[src/rtl/seg7_pkg.sv]
// seg7_pkg: shared constants and helpers for the multiplexed 7-segment
// display controller.
//   SEG_BLANK  - all segments and the decimal point off (active-low)
//   OFS_DP     - offset of the decimal-point mask register, counted from the
//                end of the nibble window (N_DIGITS/2)
//   OFS_BLANK  - offset of the blank mask register, counted the same way
//   hex7()     - nibble to active-low a..g pattern (a = bit 6)
package seg7_pkg;

  localparam logic [7:0] SEG_BLANK = 8'hFF;
  localparam int         OFS_DP    = 0;
  localparam int         OFS_BLANK = 1;

  function automatic logic [6:0] hex7(input logic [3:0] nib);
    logic [6:0] pat;
    case (nib)
      4'h0:    pat = 7'h01;
      4'h1:    pat = 7'h4F;
      4'h2:    pat = 7'h12;
      4'h3:    pat = 7'h06;
      4'h4:    pat = 7'h4C;
      4'h5:    pat = 7'h24;
      4'h6:    pat = 7'h20;
      4'h7:    pat = 7'h0F;
      4'h8:    pat = 7'h00;
      4'h9:    pat = 7'h0C;
      4'hA:    pat = 7'h08;
      4'hB:    pat = 7'h60;
      4'hC:    pat = 7'h31;
      4'hD:    pat = 7'h42;
      4'hE:    pat = 7'h30;
      default: pat = 7'h38;
    endcase
    return pat;
  endfunction

endpackage

[src/rtl/seg7_scan_ctrl_hex_decoder.sv]
// seg7_hex_decoder: combinational hex nibble to active-low segment decoder.
//   nibble  in   4  value to display
//   seg_n   out  7  active-low a..g (a = bit 6)
module seg7_hex_decoder
  import seg7_pkg::*;
(
  input  logic [3:0] nibble,
  output logic [6:0] seg_n
);

  assign seg_n = hex7(nibble);

endmodule

[src/rtl/seg7_scan_ctrl.sv]
// seg7_scan_ctrl: multiplexed common-anode 7-segment controller driven from
// the PicoBlaze output port.
//   clk_d        in   1         system clock
//   reset        in   1         asynchronous, active-high reset
//   port_id      in   8         PicoBlaze port address
//   out_port     in   8         PicoBlaze write data
//   write_strobe in   1         write qualifier, one cycle
//   seg          out  8         active-low, [7]=dp, [6:0]=a..g
//   an           out  N_DIGITS  active-low one-hot anode select
//   scan_tick    out  1         one-cycle pulse when the digit index advances
// Register window (k = port_id - BASE_ADDR):
//   k < N_DIGITS/2   : two nibbles, low nibble -> digit 2k, high -> 2k+1
//   k = N_DIGITS/2   : decimal-point mask (1 = dp lit)
//   k = N_DIGITS/2+1 : blank mask (1 = digit dark, anode still scanned)
// Build option: define SEG7_LZB_EN for leading-zero blanking.
module seg7_scan_ctrl
  import seg7_pkg::*;
#(
  parameter int         N_DIGITS  = 8,
  parameter logic [7:0] BASE_ADDR = 8'h00,
  parameter int         SCAN_DIV  = 100000,
  parameter int         BLANK_CYC = 16,
  parameter int         DIV_W     = $clog2(SCAN_DIV)
) (
  input  logic                clk_d,
  input  logic                reset,
  input  logic [7:0]          port_id,
  input  logic [7:0]          out_port,
  input  logic                write_strobe,
  output logic [7:0]          seg,
  output logic [N_DIGITS-1:0] an,
  output logic                scan_tick
);

  localparam int IDX_W = (N_DIGITS > 1) ? $clog2(N_DIGITS) : 1;
  localparam logic [DIV_W-1:0] PRE_LAST = DIV_W'(SCAN_DIV - 1);
  localparam logic [IDX_W-1:0] IDX_LAST = IDX_W'(N_DIGITS - 1);
  localparam logic [7:0] K_DP    = 8'(N_DIGITS / 2 + OFS_DP);
  localparam logic [7:0] K_BLANK = 8'(N_DIGITS / 2 + OFS_BLANK);
  localparam int unsigned BLANK_U = BLANK_CYC;

  logic [3:0]          nib [N_DIGITS];
  logic [N_DIGITS-1:0] dp_mask;
  logic [N_DIGITS-1:0] blank_mask;
  logic [DIV_W-1:0]    pre;
  logic [IDX_W-1:0]    idx;

  logic [7:0]          k;
  logic                wrap;
  logic [DIV_W-1:0]    pre_nxt;
  logic [IDX_W-1:0]    idx_nxt;
  logic                gap;
  logic                lz_hide;
  logic [6:0]          hex_seg;
  logic [7:0]          seg_d;
  logic [N_DIGITS-1:0] an_d;

  // Register file
  assign k = port_id - BASE_ADDR;

  always_ff @(posedge clk_d or posedge reset) begin
    if (reset) begin
      for (int i = 0; i < N_DIGITS; i++) nib[i] <= 4'h0;
      dp_mask    <= '0;
      blank_mask <= '0;
    end else if (write_strobe) begin
      for (int j = 0; j < N_DIGITS / 2; j++) begin
        if (k == 8'(j)) begin
          nib[2*j]   <= out_port[3:0];
          nib[2*j+1] <= out_port[7:4];
        end
      end
      if (k == K_DP)    dp_mask    <= out_port[N_DIGITS-1:0];
      if (k == K_BLANK) blank_mask <= out_port[N_DIGITS-1:0];
    end
  end

  // Scan timing. Outputs are computed from the next prescaler/index value
  // so that seg and an for a slot land on the same edge as the index change.
  always_comb begin
    wrap    = (pre == PRE_LAST);
    pre_nxt = wrap ? '0 : pre + 1'b1;
    idx_nxt = idx;
    if (wrap) idx_nxt = (idx == IDX_LAST) ? '0 : idx + 1'b1;
    gap     = 32'(pre_nxt) < BLANK_U;
  end

`ifdef SEG7_LZB_EN
  // Highest digit holding a visible nonzero value; digit 0 is always shown
  // because hi never drops below 0.
  logic [IDX_W-1:0] hi;
  always_comb begin
    hi = '0;
    for (int i = 0; i < N_DIGITS; i++) begin
      if (nib[i] != 4'h0 && !blank_mask[i]) hi = IDX_W'(i);
    end
  end
  assign lz_hide = (idx_nxt > hi);
`else
  assign lz_hide = 1'b0;
`endif

  seg7_hex_decoder u_dec (
    .nibble (nib[idx_nxt]),
    .seg_n  (hex_seg)
  );

  always_comb begin
    an_d  = '1;
    seg_d = SEG_BLANK;
    if (!gap) begin
      an_d = ~(N_DIGITS'(1) << idx_nxt);
      if (blank_mask[idx_nxt])
        seg_d = SEG_BLANK;
      else if (lz_hide)
        seg_d = {~dp_mask[idx_nxt], 7'h7F};
      else
        seg_d = {~dp_mask[idx_nxt], hex_seg};
    end
  end

  always_ff @(posedge clk_d or posedge reset) begin
    if (reset) begin
      pre       <= '0;
      idx       <= '0;
      scan_tick <= 1'b0;
      an        <= '1;
      seg       <= SEG_BLANK;
    end else begin
      pre       <= pre_nxt;
      idx       <= idx_nxt;
      scan_tick <= wrap;
      an        <= an_d;
      seg       <= seg_d;
    end
  end

endmodule

[config.mk]
export PLATFORM = sky130hd
export DESIGN_NAME = seg7_scan_ctrl
export DESIGN_NICKNAME = d
export VERILOG_FILES = /design/src/rtl/seg7_pkg.sv /design/src/rtl/seg7_scan_ctrl_hex_decoder.sv /design/src/rtl/seg7_scan_ctrl.sv
export SDC_FILE = /design/constraint.sdc
export NUM_CORES = 1
export LEC_CHECK = 0
export CAP_MARGIN = 20
export CORE_UTILIZATION = 62
export DETAILED_ROUTE_END_ITERATION = 12
export GPL_TIMING_DRIVEN = 0
export MAX_ROUTING_LAYER = met4
export PLACE_DENSITY_LB_ADDON = 0.15
export SETUP_SLACK_MARGIN = 0.15
export SLEW_MARGIN = 20
export SYNTH_ARGS = -nofsm -noshare
export SYNTH_HDL_FRONTEND = slang
export SYNTH_SLANG_ARGS = --single-unit
export TNS_END_PERCENT = 20
[constraint.sdc]
create_clock -name clk_d -period 11.05 [get_ports clk_d]
set_clock_uncertainty 0.15 [all_clocks]
set_input_delay 1.6575 -clock clk_d [delete_from_list [all_inputs] [get_ports clk_d]]
set_output_delay 1.6575 -clock clk_d [all_outputs]
set_load 0.1 [all_outputs]
==> results.py <==
metrics = {
    "synth": {
        "synth_cell_types": 60,
        "async_flop_share_pct": 100,
        "synth_top_area_share_pct": 40.3,
        "synth_compound_area_share_pct": 10.3,
        "synth_top_family_by_area": "multiplexers",
        "synth_edf_count": 0,
        "ys_warn_count": 0,
        "synthXorXnorAreaFrac_pct": 3.27,
        "synth_fa_ha_area_share_pct": 2.63,
        "dominantRegCellSynth": "dfrtp_1",
        "synth_mux_area_share_pct": 17.8,
        "avgSynthCellArea_um2": 12.0,
        "synthCells": 358,
        "syn_nets": 386,
        "ys_top_cells_by_area": "dfrtp_1 40%, mux2_2 13%, dfstp_2 9.8%",
        "ys_ff_latch": 85,
        "ys_seq_area_share_pct": 50.1,
        "syn-cell-area_um2": 4280,
        "synth_simple_gate_area_share_pct": 13.2,
        "yosys.area.top_type": "dfrtp_1",
    },
    "power_and_ir_drop": {
        "comb_power_share_pct": 11.3,
        "power.total_uw": 627,
        "p_sw_share_pct": 26.5,
        "p_seq_share_pct": 52.7,
        "clkPwrFrac_pct": 36.0,
        "p_leak_uw": 0.00224,
        "ir_worst_vdd_mv": 0.148,
        "p_per_area_nw_per_um2": 127,
        "p_switching_uw": 166,
        "internal-power_uw": 461,
    },
    "placement": {
        "post-place-ws_ns": 6.38,
        "placedCellCount": 470,
        "dpl.hpwl_um": 6500,
        "port_buffers": 33,
        "place.gp.congestion": 0.839,
    },
    "final_layout": {
        "drive_gt1_share_pct": 26.2,
        "diodes": 0,
        "final_cell_mix": "69 x dfrtp_1, 49 x mux2_2, 33 x clkdlybuf4s50_1",
        "regArea_um2": 2150,
        "layout.cells.most_common": "dfrtp_1",
        "area_growth_pct": 15.7,
        "n_fill_cell": 394,
        "nets": 432,
        "multiInputGateArea_um2": 2030,
        "layout.cells.non_filler": 486,
    },
    "timing": {
        "tns_ns": 0,
        "worst_slack_ns": 6.33,
        "final_max_slew_viol_count": 0,
        "worst_pin_slew_ns": 0.974,
        "rsz0062_at_grt": "false",
        "max_freq_mhz": 212,
        "holdWs_ns": 0.341,
        "maxSlewHeadroom_pct": 34.8,
        "finalHoldViolCount": 0,
        "period_share_pct": 42.7,
        "finalSetupViolCount": 0,
        "period_minus_slack_ns": 4.72,
    },
    "grt": {
        "grt_max_degree": 46,
        "grt_pass1_vias": 3021,
        "antenna_found_initial": 0,
        "grt_pass1_wl_um": 14800,
        "gr-total-overflow": 0,
        "grt_usage_pct": 28.0,
    },
    "setup_path": {
        "cp.required_ns": 11.17,
        "r2r_end": "seg[3]$_DFF_PP1_",
        "crit_fanout": 10,
        "path_class": "register to register",
        "critical_path.cell_chain": "buf_6 > or4_4 > nor4_4 > buf_6 > mux2i_2 > buf_6 > clkinv_1 > a221oi_1 > o21ai_0 > nand2_1 > ha_1 > nor4b_1 > a211oi_1 > o21ai_1",
        "crit_slowest_cell": "nor4_4",
        "reg2reg_slack_ns": 6.33,
        "endpoint_kind": "register",
        "arrival_ns": 4.84,
        "crit_path_frequent_cell": "buf_6",
        "cpPeakStageDelay_ns": 0.61,
        "r2r-start": "pre[5]$_DFF_PP0_",
        "start_kind": "register",
        "reg2regPathDepth": 14,
    },
    "drt": {
        "vias": 2986,
        "drt_first_pass_iters": 4,
        "vias_per_cell": 6.14,
        "wire_per_inst_um": 18.4,
        "drt_first_iter_violations": 128,
        "detail-route-antenna-nets": 0,
        "wirelength_um": 8950,
        "drcViolationCount": 0,
    },
    "min_path": {
        "worst_hold_path.endpoint": "pre[0]$_DFF_PP0_",
        "hold_path_depth": 1,
        "hold_start": "pre[0]$_DFF_PP0_",
        "hold_class": "register to register",
    },
    "run_status": {
        "outcome": "completed",
    },
    "die": {
        "die_area_um2": 7240,
        "die_y_um": 85.1,
        "start_util_pct": 65.9,
        "rows": 29,
        "num_io_pins": 36,
        "fp.dieW_um": 85.1,
        "coreArea_um2": 6490,
    },
    "cts": {
        "cts.path.max_buffers": 2,
        "clock_sinks": 85,
        "post_cts_resized": 0,
        "clockRootBuffer": "clkbuf_8",
        "cts_buffers": 9,
        "clkTransAtPathRegs_ns": 0.09,
        "cts_tree": "yes",
        "htreeDepth": 3,
        "clk_latency_ns": 0.36,
        "post_cts_buffers": 0,
        "ctsHoldBuffers": 0,
    },
    "job": {
        "cap_violations": 0,
    },
}
[kinds of logic (layout without fill, tap and decap cells)]
kind of cell	after synthesis	count (layout)
and+or+nand+nor	102	102
DFF	85	85
muxes	68	68
AOI/OAI and AO/OA	57	57
buffers and inverters	21	72
xor gates and xnor gates	16	16
adders and majority gates	9	9
[synthesized netlist by cell type, types with 3 or more instances]
library cell   n
dfrtp_1       69
mux2_2        49
nand2_1       25
nor2_1        22
dfstp_2       16
mux2i_1       15
nand3_1       13
ha_1           9
inv_1          9
xnor2_1        9
a21oi_1        8
a211oi_1       7
o221ai_1       7
xor2_1         7
nor4_1         6
o21ai_1        6
clkbuf_1       5
nor3_1         5
a221oi_1       4
and3_1         4
buf_6          4
o21ai_0        4
nand3b_1       3
nand4_1        3
o22ai_1        3
[critical path: cells and delay by family (launching register included)]
family / cells / cell delay (ns)
AO/OA/AOI/OAI: 4 / 0.78
adder cells (fa/ha/maj): 1 / 0.33
buffers and inverters: 4 / 0.87
flip-flops: 1 / 0.38
multiplexers: 1 / 0.42
AND/OR/NAND/NOR: 4 / 1.67
[power by group through the flow]
stage / combinational [uW] / clock [uW] / sequential (uW)
after floorplan: 25.0 / 0 / 360
after global placement: 68.2 / 0 / 336
after detailed placement: 70.8 / 0 / 337
after CTS: 70.9 / 230 / 331
after global routing: 75.4 / 245 / 332
final: 70.5 / 226 / 331
[per-layer routing]
layer	GRT usage (%)	up-vias	share of wire (%)
met5	-	-	0
met4	11.2	0	2.1
met3	6.13	15	3.9
met2	43.8	75	48
met1	35.8	1481	46
li1	-	1415	-
[flip-flops by register name, summed over array words and instances (netlist names)]
| signal | cells |
|---|---|
| nib | 32 |
| idx | 3 |
| seg | 8 |
| dp_mask | 8 |
| scan_tick | 1 |
| blank_mask | 8 |
| an | 8 |
| pre | 17 |
[worst max-delay path by stage]
stage,startpoint,endpoint,slack [ns],depth (start not counted)
CTS,pre[8]$_DFF_PP0_,seg[3]$_DFF_PP1_,6.34,14
detailed placement,pre[8]$_DFF_PP0_,seg[3]$_DFF_PP1_,6.38,14
floorplan,reset,blank_mask[0]$_DFFE_PP0P_,7.08,1
global placement,reset,nib[7]$_DFFE_PP0P_,5.91,2
global route,pre[8]$_DFF_PP0_,seg[3]$_DFF_PP1_,6.09,14
finish,pre[5]$_DFF_PP0_,seg[3]$_DFF_PP1_,6.33,14
[stage by stage]
step | utilization [%] | cell area (um2)
final | 76.3 | 4950
after global routing | 76.3 | 4950
after CTS | 76.3 | 4950
after detailed placement | 73.1 | 4750
after global placement | 72.5 | 4710
after floorplan | - | 4280
[area by class of cell]
type	count	area share, %
Tap cell	77	1.94
Clock inverter	6	1.44
Timing Repair Buffer	35	7.22
Multi-Input combinational cell	252	41.0
Sequential cell	85	43.3
Inverter	10	0.808
Buffer	11	1.49
Clock buffer	10	2.78
No activity file was read; power rests on OpenSTA's default activity.
